## src/rtl/pow_sched_pkg.sv

```systemverilog
// Shared types and helpers for the exponentiation scheduler.
package pow_sched_pkg;

  typedef enum logic [1:0] {IDLE, STEP, DONE} state_t;

  // Multiplicative identity that seeds the accumulator at the start of a job.
  localparam int unsigned ONE = 1;

  // Widest request vector rr_pick can search.
  localparam int unsigned MAX_CLIENT = 32;

  // Round-robin pick: first set bit of req, searching from rr+1 upward with wrap.
  // rr itself is checked last, so a client that was just served goes behind the others.
  function automatic int unsigned rr_pick(input logic [MAX_CLIENT-1:0] req,
                                          input int unsigned rr,
                                          input int unsigned nclient);
    int unsigned idx;
    logic        found;
    rr_pick = rr;
    found   = 1'b0;
    for (int unsigned i = 1; i <= MAX_CLIENT; i++) begin
      if (i <= nclient && !found) begin
        idx = rr + i;
        if (idx >= nclient) idx = idx - nclient;
        if (req[idx[4:0]]) begin
          rr_pick = idx;
          found   = 1'b1;
        end
      end
    end
  endfunction

endpackage

```

## src/rtl/mult_w.sv

```systemverilog
// Combinational W-bit multiplier; the product keeps only its low W bits.
module mult_w #(
  parameter int unsigned W = 16
) (
  input  logic [W-1:0] a,
  input  logic [W-1:0] b,
  output logic [W-1:0] o
);

  // Context width W truncates the product to the low W bits.
  assign o = a * b;

endmodule

```

## src/rtl/pow_scheduler.sv

```systemverilog
// Round-robin scheduler sharing one multiplier between NCLIENT x**n requesters.
// Each job runs square-and-multiply on the shared multiplier, one use per cycle.
module pow_scheduler
  import pow_sched_pkg::*;
#(
  parameter int unsigned NCLIENT = 4,
  parameter int unsigned W       = 16,
  parameter int unsigned NW      = 8
) (
  input  logic                  clk,
  input  logic                  nrst,
  input  logic [NCLIENT-1:0]    req,
  input  logic [NCLIENT*W-1:0]  x_in,
  input  logic [NCLIENT*NW-1:0] n_in,
  output logic [NCLIENT-1:0]    ack,
  output logic [NCLIENT-1:0]    done,
  output logic [W-1:0]          result,
  output logic                  busy
);

  localparam int unsigned CW = (NCLIENT > 1) ? $clog2(NCLIENT) : 1;

  state_t              r_state;
  state_t              w_state_nxt;
  logic [CW-1:0]       r_rr;
  logic [CW-1:0]       r_owner;
  logic [CW-1:0]       w_grant;
  logic [W-1:0]        r_acc;
  logic [W-1:0]        r_base;
  logic [W-1:0]        r_result;
  logic [W-1:0]        w_mul_a;
  logic [W-1:0]        w_mul_b;
  logic [W-1:0]        w_prod;
  logic [NW-1:0]       r_pw;
  logic [NCLIENT-1:0]  r_ack;
  logic [NCLIENT-1:0]  r_done;
  logic                w_start;
  logic                w_finish;

  // The single shared multiplier; operand selection stays in this module.
  mult_w #(.W(W)) u_mult (
    .a (w_mul_a),
    .b (w_mul_b),
    .o (w_prod)
  );

  // Next state, grant choice and multiplier operand mux.
  always_comb begin
    w_state_nxt = r_state;
    w_start     = 1'b0;
    w_finish    = 1'b0;
    w_grant     = CW'(rr_pick(MAX_CLIENT'(req), 32'(r_rr), NCLIENT));
    // Odd remaining exponent: multiply step acc*base, otherwise square step base*base.
    w_mul_a     = r_pw[0] ? r_acc : r_base;
    w_mul_b     = r_base;
    case (r_state)
      IDLE: begin
        if (|req) begin
          w_start     = 1'b1;
          w_state_nxt = STEP;
        end
      end
      STEP: begin
        if (r_pw == '0) begin
          w_finish    = 1'b1;
          w_state_nxt = DONE;
        end
      end
      DONE:    w_state_nxt = IDLE;
      default: w_state_nxt = IDLE;
    endcase
  end

  // Control state: FSM, round-robin pointer, handshake pulses and published result.
  always_ff @(posedge clk) begin
    if (!nrst) begin
      r_state  <= IDLE;
      r_rr     <= '0;
      r_ack    <= '0;
      r_done   <= '0;
      r_result <= '0;
    end else begin
      r_state <= w_state_nxt;
      r_ack   <= '0;
      r_done  <= '0;
      if (w_start) begin
        r_ack[w_grant] <= 1'b1;
        r_rr           <= w_grant;
      end
      if (w_finish) begin
        r_done[r_owner] <= 1'b1;
        r_result        <= r_acc;
      end
    end
  end

  // Job datapath: operand capture on grant, then one square or multiply per STEP cycle.
  always_ff @(posedge clk) begin
    if (w_start) begin
      r_acc   <= W'(ONE);
      r_base  <= x_in[w_grant*W +: W];
      r_pw    <= n_in[w_grant*NW +: NW];
      r_owner <= w_grant;
    end else if (r_state == STEP && r_pw != '0) begin
      if (r_pw[0]) begin
        r_acc   <= w_prod;
        r_pw[0] <= 1'b0;
      end else begin
        r_base <= w_prod;
        r_pw   <= r_pw >> 1;
      end
    end
  end

  assign ack    = r_ack;
  assign done   = r_done;
  assign result = r_result;
  assign busy   = (r_state != IDLE);

endmodule

```

## config.mk

```make
export PLATFORM = sky130hd
export DESIGN_NAME = pow_scheduler
export DESIGN_NICKNAME = d
export VERILOG_FILES = /design/src/rtl/pow_sched_pkg.sv /design/src/rtl/mult_w.sv /design/src/rtl/pow_scheduler.sv
export SDC_FILE = /design/constraint.sdc
export NUM_CORES = 1
export LEC_CHECK = 0
export CELL_PAD_IN_SITES_DETAIL_PLACEMENT = 2
export CELL_PAD_IN_SITES_GLOBAL_PLACEMENT = 2
export CORE_MARGIN = 5
export CORE_UTILIZATION = 30
export CTS_CLUSTER_DIAMETER = 200
export DETAILED_ROUTE_END_ITERATION = 10
export GPL_TIMING_DRIVEN = 0
export PLACE_DENSITY_LB_ADDON = 0.1
export SETUP_SLACK_MARGIN = 0.05
export SLEW_MARGIN = 20
export SYNTH_ARGS = -nofsm -noshare
export SYNTH_HDL_FRONTEND = slang
export SYNTH_SLANG_ARGS = --single-unit
```

## constraint.sdc

```tcl
create_clock -name clk -period 6.17 [get_ports clk]
set_input_delay 0.9255 -clock clk [delete_from_list [all_inputs] [get_ports clk]]
set_output_delay 0.9255 -clock clk [all_outputs]
set_load 0.01 [all_outputs]
```

Word level (Yosys, flattened, before mapping)
Cells that the tools add are included.

Shifts and indexed selects: 2. Multiply operators: 1. Reduce and logical (&&, ||, !) cells: 14. $add $sub $neg: 8. Magnitude comparators: 12. Equal/unequal tests: 4. Mux-type cells: 46.

Operators with widths (count): $mux 16 (4); $shiftx 64x7->16 (1); $mux 5 (7); $shiftx 32x6->8 (1); $lt 5x6->1 const B (4); $bmux 1 s5 (4); $mux 2 (9); $mul 16x16->16 (1); $mux 1 (16); $mux 8 (2); $sub 3x3->4 const B (3); $reduce_and 2->1 (5); $ge 3x3->1 const B (3); $logic_not 8->1 (1); $reduce_bool 8->1 (1); $mux 7 (1); $add 2x2->3 const B (2); $lt 2x3->1 const B (2); $sub 4x3->5 const B (1); $add 2x3->4 const B (1); $demux 1 s2 (2); $ge 2x1->1 const B (2); $ge 4x3->1 const B (1); $ne 2x2->1 const B (2); 8 further kinds (11).

Input bits: 102. Flip-flop bits (word level): 70. Output and inout port bits: 25.

Depth between registers and ports, before layout
Gate-level depths: netlist (run 1).

Depth in word-level cells: 25. Mapped depth: 26. Depth with buffers taken out: 24.

Modules after synthesis
Synthesis (run 1) repeated with hierarchy kept, for this count alone.

Cell total of the unflattened synthesis: 855. Area total of the unflattened synthesis: 7572.3 µm².

By module, submodules not included: mult_w (cells each 480, sequential area each 0.0 µm², instances 1, area an instance 3996.3 µm²); pow_scheduler (cells each 375, sequential area each 1661.6 µm², instances 1, area an instance 3575.9 µm²).

Worst setup path before layout (run 1)
OpenSTA, ideal clock, no wires.

Path kind: reg2reg. Start point: reg r_pw[0]. End point: reg r_base[14], data pin. Cell stages (with the launch flop): 22. Slack: -0.014 ns. Clock period less this slack: 6.184 ns. Library setup time: 0.268 ns. Arrival: 5.916 ns. Path through: edfxtp_1 buf_4 buf_2 mux2_2 and2_1 fa_1 inv_1 fa_1 fa_1 fa_1 inv_1 fa_1 inv_1 fa_1 inv_1 ha_1 and3_1 a211o_1 a21o_1 a21o_1 xnor2_1 o21ai_0.

Longest elaborated chain between the ends: 5.

RTL lines: start: declaration (line pow_scheduler.sv:34) `logic [NW-1:0] r_pw;`; start signal: assignment (line pow_scheduler.sv:102) `r_pw <= n_in[w_grant*NW +: NW];`; start signal: assignment (line pow_scheduler.sv:110) `r_pw <= r_pw >> 1;`; $mux 16 (line pow_scheduler.sv:54) `w_mul_a = r_pw[0] ? r_acc : r_base;`; $mul 16x16->16 (line mult_w.sv:11) `assign o = a * b;`; $mux 16 (line pow_scheduler.sv:105) `if (r_pw[0]) begin`; $mux 16 (line pow_scheduler.sv:104) `end else if (r_state == STEP && r_pw != '0) begin`; $mux 16 (line pow_scheduler.sv:99) `if (w_start) begin`; end signal: assignment (line pow_scheduler.sv:101) `r_base <= x_in[w_grant*W +: W];`; end signal: assignment (line pow_scheduler.sv:109) `r_base <= w_prod;`; end: declaration (line pow_scheduler.sv:29) `logic [W-1:0] r_base;`.

No other way between the ends. The select of a mux whose other input is x is not followed. A chain may end at the register's enable or synchronous reset.

Final worst setup path (run 1)
Start point: reg r_pw[0]. End point: reg r_base[15], data pin.

Same word-level chain as after synthesis.

==> results of run 1 <==
-- synthesized netlist by cell type, types with 5 or more instances --
cell      number  share of area (%)
inv_1        127                6.2
nand2_1      120                5.8
fa_1          80                 21
ha_1          54                8.8
and2_1        51                4.1
mux2i_1       48                6.2
o21ai_0       48                3.1
dfxtp_1       44                 11
nor2_1        44                2.1
mux2_2        28                4.1
xnor2_1       27                3.1
edfxtp_1      26                 10
clkbuf_1      24                1.2
a21oi_1       20                1.3
nor2b_1       16                1.3
o211ai_1      11                1.1
xor2_1         9                1.0
buf_2          7               0.45
nand3_1        6               0.39
nor4_1         6               0.49
a211oi_1       5               0.49
buf_6          5               0.73
mux2_1         5               0.73
o21a_1         5               0.49
-- layer usage --
metal	up-vias	track usage [%]	part of all wire [%]	wire (um)
met5	-	0	0	0
met4	0	4.90	2.1	589
met3	25	2.67	3.4	943
met2	134	35.1	51	14100
met1	3262	24.1	43	12000
li1	3084	-	-	-
-- how the worst max path moves through the flow --
stage	end	slack [ns]	cells after the start
detailed placement	r_base[15]	-1.51	23
CTS	r_base[15]	0.005	25
global route	r_acc[15]	-0.13	26
global placement	r_base[15]	-1.49	23
floorplan	r_base[14]	0.06	21
finish	r_base[15]	0.05	21
-- cells by family (layout without fill, tap and decap cells) --
family | after synthesis | after routing | synth area share (%)
adder cells (fa/ha/maj) | 134 | 134 | 29.6
multiplexers | 85 | 85 | 11.9
AO/OA/AOI/OAI | 103 | 103 | 7.85
buffers and inverters | 169 | 345 | 8.98
XOR/XNOR | 38 | 38 | 4.60
AND/OR/NAND/NOR | 258 | 258 | 15.5
flip-flops | 70 | 70 | 21.6
-- worst register-to-register path, stage by stage, from the launching register on --
cell,delay [ns]
edfxtp_1,0.44
buf_6,0.18
buf_12,0.15
buf_4,0.15
mux2_4,0.34
and2_1,0.19
fa_1,0.49
inv_1,0.06
fa_1,0.54
inv_1,0.05
fa_1,0.42
fa_1,0.55
inv_1,0.05
fa_1,0.49
fa_1,0.45
xor2_1,0.17
xnor2_1,0.24
xnor2_1,0.17
xnor2_1,0.11
xnor2_1,0.37
xnor2_4,0.18
o21ai_1,0.08
-- final cells by class --
cell class,count,area [um^2]
clock buffer,10,239
sequential,70,1660
timing repair buffer,161,1530
tap,330,413
fill,2782,15000
inverter,128,484
buffer,40,290
multi-input combinational,618,5580
clock inverter,6,41.3
-- registers in the layout, summed over array words and instances, names as in the netlist --
name / cells
result: 16
r_base: 16
r_state: 2
r_owner: 2
done: 4
r_acc: 16
ack: 4
r_rr: 2
r_pw: 8
-- through the flow --
| step | setup TNS [ns] | setup WS [ns] | instance area, um^2 |
|---|---|---|---|
| 2_1_floorplan | 0 | 0.0594 | 7710 |
| 3_3_place_gp | -13.69 | -1.49 | 9380 |
| 3_5_place_dp | -15.45 | -1.51 | 9410 |
| 4_1_cts | 0 | 0.00545 | 10200 |
| 5_1_grt | -0.420 | -0.126 | 10200 |
| 6_report | 0 | 0.0495 | 10200 |
-- repair_timing --
action | CTS | global route
endpoints found under the setup margin | 18 | 8
hold endpoints to repair | 0 | 0
gates resized for setup | 65 | 13
pin swaps | 36 | 19
setup buffers | 31 | 3
==> flow_summary_export.csv, run 1 <==
group,metric,value,unit
outcome,status,"complete, no violations",
global_routing,antenna_found_initial,0,
timing,fmax,0.163,GHz
synth,synth-seq-cells,70,
setup_path,crit_path_start_kind,"flop",
global_routing,grt-ovfl-total,0,
timing,timing.hold.ws,0.486,ns
timing,fin_crit_sh,99.2,%
setup_path,r2r_slack,0.05,ns
synth,synth-async-reset-ratio,0,%
clock_tree,cts_buffer_depth,2,
worst_hold_path,holdPathEnd,"done[0]",
worst_hold_path,hp-start,"r_owner[1]",
synth,ys_seq_area_share,21.6,%
clock_tree,cts_made_buffers,9,
floorplanning,die_height,170,um
setup_path,cp_max_fo,7,
timing,hold_viol_final,0,
synth,yosysWarnings,0,
floorplanning,num_rows,58,
setup_path,cpMostUsedCell,"fa_1",
setup_path,required,6.24,ns
timing,drv_slew,0,
placed_design,port_buffers,126,
clock_tree,clk_pin_slew,0.06,ns
drt,firstDrtPassIters,4,
clock_tree,cts_root_buf,"clkbuf_16",
setup_path,crit_type,"flop to flop",
drt,remaining_drc_errors,0,
placed_design,dp_hpwl,22.2,mm
floorplanning,placeableCoreArea,25300,um^2
timing,rsz0062_at_grt,"yes",
global_routing,grt_pass1_wl,42.9,mm
setup_path,r2r_start,"r_pw[0]",
synth,synthFlopType,"dfxtp_1",
timing,relSlewSlack,52.9,%
global_routing,first_global_vias,7432,
finish,num-nets-final,1264,
setup_path,r2r_cells,21,
setup_path,critPathArrivalTime,6.19,ns
finish,final_cells,1363,
finish,layout.cells.most_common,"clkdlybuf4s50_1",
placed_design,dpl.cell_count,1314,
worst_hold_path,hold_path.class,"flop to flop",
floorplanning,ios,127,
finish,final_cell_mix,"126 x clkdlybuf4s50_1, 119 x inv_1, 118 x nand2_1",
finish,drive_gt1_share,14.3,%
clock_tree,clock_latency,0.33,ns
drt,avgViaCountPerCell,4.77,
synth,syn_avg_cell_area,8.99,um^2
setup_path,crit_family,"adder cells",
setup_path,worstPathCellList,"buf_6, buf_12, buf_4, mux2_4, and2_1, fa_1, inv_1, fa_1, inv_1, fa_1, fa_1, inv_1, fa_1, fa_1, xor2_1, xnor2_1, xnor2_1, xnor2_1, xnor2_1, xnor2_4, o21ai_1",
finish,area_delta_synth_final,33.0,%
global_routing,grtUsageTotal,19.3,%
timing,skew,0.00900,ns
clock_tree,cts_tree,"done",
setup_path,cp_num_buf_inv,6,
placed_design,place_congestion,0.750,
timing,finalCriticalPeriod,6.12,ns
drt,wl,27.6,mm
finish,antenna_cells,0,
setup_path,critPathMaxStageDelay,0.55,ns
setup_path,slowest_stage,"fa_1",
timing,setup_viol,0,
drt,route.vias.total,6505,
timing,worstMarginPinSlew,0.707,ns
setup_path,reg2reg_to,"r_base[15]",
clock_tree,cts_max_level,3,
synth,synthDistinctLibCells,47,
floorplanning,fp.dieW,170,um
worst_hold_path,whs_path_depth,1,
flow_run,drv_cap,0,
floorplanning,die-area,29000,um^2
synth,synthesis.area,7700,um^2
clock_tree,ctsHoldBuffers,0,
setup_path,end_kind,"flop",
synth,synth_enable_flop_cells,26,
global_routing,grt_max_degree,14,
clock_tree,cts_sinks,70,
synth,synth_nets,1093,
drt,ant_nets,0,
synth,syn_inst,857,
floorplanning,initial_utilization,30.5,%
finish,utilization,40.6,%
setup_path,cp-startpoint,"r_pw[0]",
drt,avgRoutedWirePerCell,20.2,um
drt,drt_iter0_drc,141,
Power of run 1 is not shown: default switching activity piles up to over one toggle a cycle in this logic, so the estimate is an artifact.
==> run 2, diff against run 1 <==
--- a/config.mk
+++ b/config.mk
@@ -13,7 +13,6 @@
 export DETAILED_ROUTE_END_ITERATION = 10
 export GPL_TIMING_DRIVEN = 0
 export PLACE_DENSITY_LB_ADDON = 0.1
-export SETUP_SLACK_MARGIN = 0.05
 export SLEW_MARGIN = 20
 export SYNTH_ARGS = -nofsm -noshare
 export SYNTH_HDL_FRONTEND = slang
==> flow_summary_export.csv, run 2 (same netlist as run 1, synthesis figures left out) <==
group,metric,value,unit
floorplanning,fp.dieW,170,um
drt,firstDrtPassIters,4,
timing,relSlewSlack,52.8,%
clock_tree,cts_max_level,3,
drt,avgViaCountPerCell,4.72,
floorplanning,num_rows,58,
global_routing,grt_pass1_wl,42.1,mm
setup_path,r2r_slack,0.07,ns
worst_hold_path,hold_path.class,"flop to flop",
setup_path,required,6.24,ns
clock_tree,clk_pin_slew,0.06,ns
timing,fmax,0.164,GHz
drt,route.vias.total,6368,
finish,area_delta_synth_final,32.4,%
setup_path,end_kind,"flop",
flow_run,drv_cap,0,
clock_tree,cts_made_buffers,9,
setup_path,cp_max_fo,8,
drt,remaining_drc_errors,0,
clock_tree,cts_tree,"done",
floorplanning,die-area,29000,um^2
floorplanning,placeableCoreArea,25300,um^2
drt,ant_nets,0,
finish,final_cells,1350,
clock_tree,cts_buffer_depth,2,
finish,final_cell_mix,"126 x clkdlybuf4s50_1, 120 x nand2_1, 118 x inv_1",
finish,finalInstanceArea,10200,um^2
timing,skew,0.00553,ns
setup_path,crit_path_start_kind,"flop",
global_routing,grt_max_degree,14,
finish,layout.cells.most_common,"clkdlybuf4s50_1",
floorplanning,ios,127,
placed_design,dp_hpwl,22.2,mm
clock_tree,clock_latency,0.33,ns
clock_tree,ctsHoldBuffers,0,
global_routing,grtUsageTotal,18.9,%
clock_tree,cts_sinks,70,
finish,num-nets-final,1251,
placed_design,placed_area,9410,um^2
placed_design,port_buffers,126,
outcome,status,"complete, no violations",
global_routing,first_global_vias,7294,
floorplanning,die_height,170,um
setup_path,critPathArrivalTime,6.18,ns
timing,setup_viol,0,
timing,drv_slew,0,
drt,wl,26.9,mm
timing,finalCriticalPeriod,6.10,ns
global_routing,grt-ovfl-total,0,
setup_path,crit_type,"flop to flop",
clock_tree,cts_root_buf,"clkbuf_16",
placed_design,place_congestion,0.759,
global_routing,antenna_found_initial,0,
timing,hold_viol_final,0,
finish,antenna_cells,0,
finish,drive_gt1_share,13.6,%
drt,avgRoutedWirePerCell,20.0,um
timing,fin_crit_sh,98.9,%
timing,rsz0062_at_grt,"yes",
timing,worstMarginPinSlew,0.708,ns
drt,drt_iter0_drc,178,
timing,timing.hold.ws,0.498,ns
floorplanning,initial_utilization,30.5,%
placed_design,dpl.cell_count,1314,
run 2: what timing repair did:
action	in CTS	in global routing
gates resized for setup	53	29
setup endpoints to repair	18	6
cloned	0	0
pin swaps	23	27
setup buffers	13	10
run 2: path summary, 6_finish.rpt:
kind                    from  depth (start not counted)    endpoint
setup / recovery     r_pw[0]                         21  r_base[15]
hold / removal    r_owner[0]                          1     done[2]
setup reg to reg     r_pw[0]                         21  r_base[15]
hold reg to reg   r_owner[0]                          1     done[2]
run 2: area by class of cell:
type                    instances  area, um^2
clock inverters                 4        26.3
multi-input cells             618        5630
fillers                      2801       15100
plain buffers                  38         265
well taps                     330         413
flip-flops and latches         70        1660
repair buffers                150        1460
inverters                     128         484
clock buffers                  12         258
run 2: layer usage:
metal	vias up	global-route usage (%)	wire length [um]
li1	3062	-	-
met1	3178	23.3	11800
met2	114	34.5	13900
met3	14	3.14	975
met4	0	4.13	337
met5	-	0	0
run 2: metrics by stage:
| stage | setup TNS (ns) | utilization (%) | setup slack, ns |
|---|---|---|---|
| 2_1_floorplan | 0 | - | 0.0359 |
| 3_3_place_gp | -15.10 | 37.1 | -1.55 |
| 3_5_place_dp | -16.56 | 37.2 | -1.62 |
| 4_1_cts | 0 | 39.6 | 0.000164 |
| 5_1_grt | -0.291 | 40.4 | -0.118 |
| 6_report | 0 | 40.4 | 0.0656 |
run 2: critical path: stages, from the launching register on:
cell and delay [ns]:
edfxtp_1 0.46, buf_6 0.19, buf_12 0.15, mux2_4 0.37, and2_4 0.18, fa_1 0.47
inv_1 0.05, fa_1 0.46, fa_1 0.51, fa_1 0.53, inv_2 0.04, fa_1 0.50
inv_2 0.05, fa_1 0.50, inv_2 0.05, ha_4 0.27, inv_1 0.07, o21bai_2 0.17
a2111oi_2 0.09, or3_4 0.43, xnor2_4 0.22, o21ai_1 0.07
Power of run 2 is left out for the same reason.
==> run 3, diff against run 2 <==
--- a/config.mk
+++ b/config.mk
@@ -13,6 +13,7 @@
 export DETAILED_ROUTE_END_ITERATION = 10
 export GPL_TIMING_DRIVEN = 0
 export PLACE_DENSITY_LB_ADDON = 0.1
+export REMOVE_ABC_BUFFERS = 1
 export SLEW_MARGIN = 20
 export SYNTH_ARGS = -nofsm -noshare
 export SYNTH_HDL_FRONTEND = slang
==> flow_summary_export.csv, run 3 (same netlist as run 1, synthesis figures left out) <==
group,metric,value,unit
outcome,status,"complete, no violations",
floorplanning,initial_utilization,30.5,%
setup_path,crit_type,"flop to flop",
floorplanning,die-area,29000,um^2
timing,relSlewSlack,34.9,%
clock_tree,cts_tree,"done",
drt,avgRoutedWirePerCell,19.2,um
drt,wl,25.6,mm
drt,avgViaCountPerCell,4.76,
timing,setup_viol,0,
flow_run,drv_cap,0,
finish,regArea,1660,um^2
floorplanning,num_rows,58,
timing,fin_crit_sh,98.8,%
timing,finalCriticalPeriod,6.09,ns
drt,route.met2.wl,12.9,mm
global_routing,antenna_found_initial,1,
clock_tree,cts_made_buffers,9,
timing,rsz0062_at_grt,"yes",
placed_design,dp_hpwl,19.2,mm
drt,firstDrtPassIters,4,
clock_tree,ctsHoldBuffers,0,
clock_tree,clk_pin_slew,0.06,ns
timing,worstMarginPinSlew,0.975,ns
drt,top_layer,"met4",
drt,remaining_drc_errors,0,
floorplanning,fp.dieW,170,um
setup_path,required,6.23,ns
global_routing,grt_max_degree,39,
finish,multiInputGateArea,5670,um^2
setup_path,critPathArrivalTime,6.15,ns
finish,num-nets-final,1237,
placed_design,placed_area,9380,um^2
finish,layout.cells.most_common,"clkdlybuf4s50_1",
timing,skew,0.00929,ns
clock_tree,cts_max_level,3,
finish,fill_cells,2796,
finish,utilization,40.7,%
clock_tree,cts_buffer_depth,2,
setup_path,end_kind,"flop",
global_routing,grt_pass1_wl,40.7,mm
timing,drv_slew,0,
finish,drive_gt1_share,14.5,%
clock_tree,cts_sinks,70,
finish,final_cell_mix,"126 x clkdlybuf4s50_1, 120 x nand2_1, 120 x inv_1",
worst_hold_path,hold_path.class,"flop to flop",
placed_design,place_congestion,0.748,
floorplanning,placeableCoreArea,25300,um^2
drt,route.met3.wl,1.33,mm
floorplanning,die_height,170,um
drt,drt_iter0_drc,199,
finish,area_delta_synth_final,33.6,%
drt,ant_nets,0,
timing,tns,0,ns
global_routing,grt-ovfl-total,0,
global_routing,grtUsageTotal,18.2,%
drt,met1Wirelength,11.0,mm
drt,route.vias.total,6366,
placed_design,port_buffers,126,
timing,fmax,0.164,GHz
timing,hold_viol_final,0,
finish,antenna_cells,0,
clock_tree,clock_latency,0.34,ns
global_routing,first_global_vias,7342,
finish,finalInstanceArea,10300,um^2
clock_tree,cts_root_buf,"clkbuf_16",
setup_path,cp_max_fo,5,
floorplanning,ios,127,
setup_path,crit_path_start_kind,"flop",
[run 3: metal layers]
layer  up-vias  global-route usage (%)
met3        19                    3.62
li1       3023                       -
met1      3207                    23.2
met5         -                       0
met4         0                    3.47
met2       117                    32.2
[run 3: layout make-up]
cell class,count,share of cell area [%]
multi-input cells,618,55.1
clock inverters,7,0.632
inverters,128,4.71
repair buffers,174,17.2
clock buffers,9,2.19
flip-flops and latches,70,16.2
well taps,330,4.01
[run 3: path summary, 6_finish.rpt]
kind	slack, ns	from	cells after the start	end
min reg2reg	0.49	r_owner[0]	1	done[2]
min	0.49	r_owner[0]	1	done[2]
max reg2reg	0.08	r_pw[0]	20	r_base[14]
max	0.08	r_pw[0]	20	r_base[14]
[run 3: per-stage QoR]
| step | cells | hold WS [ns] | setup slack, ns |
|---|---|---|---|
| after global routing | 1336 | 0.521 | -0.109 |
| after CTS | 1333 | 0.495 | 0.00791 |
| after detailed placement | 1279 | 0.482 | -1.06 |
| final | 1336 | 0.494 | 0.0765 |
| after global placement | 1272 | 0.476 | -2.20 |
| after floorplan | 816 | 0.438 | -0.0278 |
[run 3: critical path, stage by stage (launching register included)]
cell and delay, ns:
edfxtp_1 0.47, buf_8 0.18, mux2_4 0.34, and2_4 0.17, fa_1 0.55, inv_1 0.06
fa_1 0.49, fa_1 0.51, fa_1 0.49, inv_1 0.05, fa_1 0.50, inv_2 0.06
fa_1 0.50, inv_2 0.05, ha_4 0.24, and3_4 0.16, a211o_1 0.31, a21o_1 0.18
a21o_1 0.18, xnor2_2 0.25, o21ai_1 0.09
[run 3: what timing repair did]
action	4_1_cts	5_1_grt
gates resized for setup	52	19
pin swaps	26	9
gates cloned	1	0
buffers inserted	37	4
setup endpoints to repair	12	6
Power of run 3 is left out for the same reason.
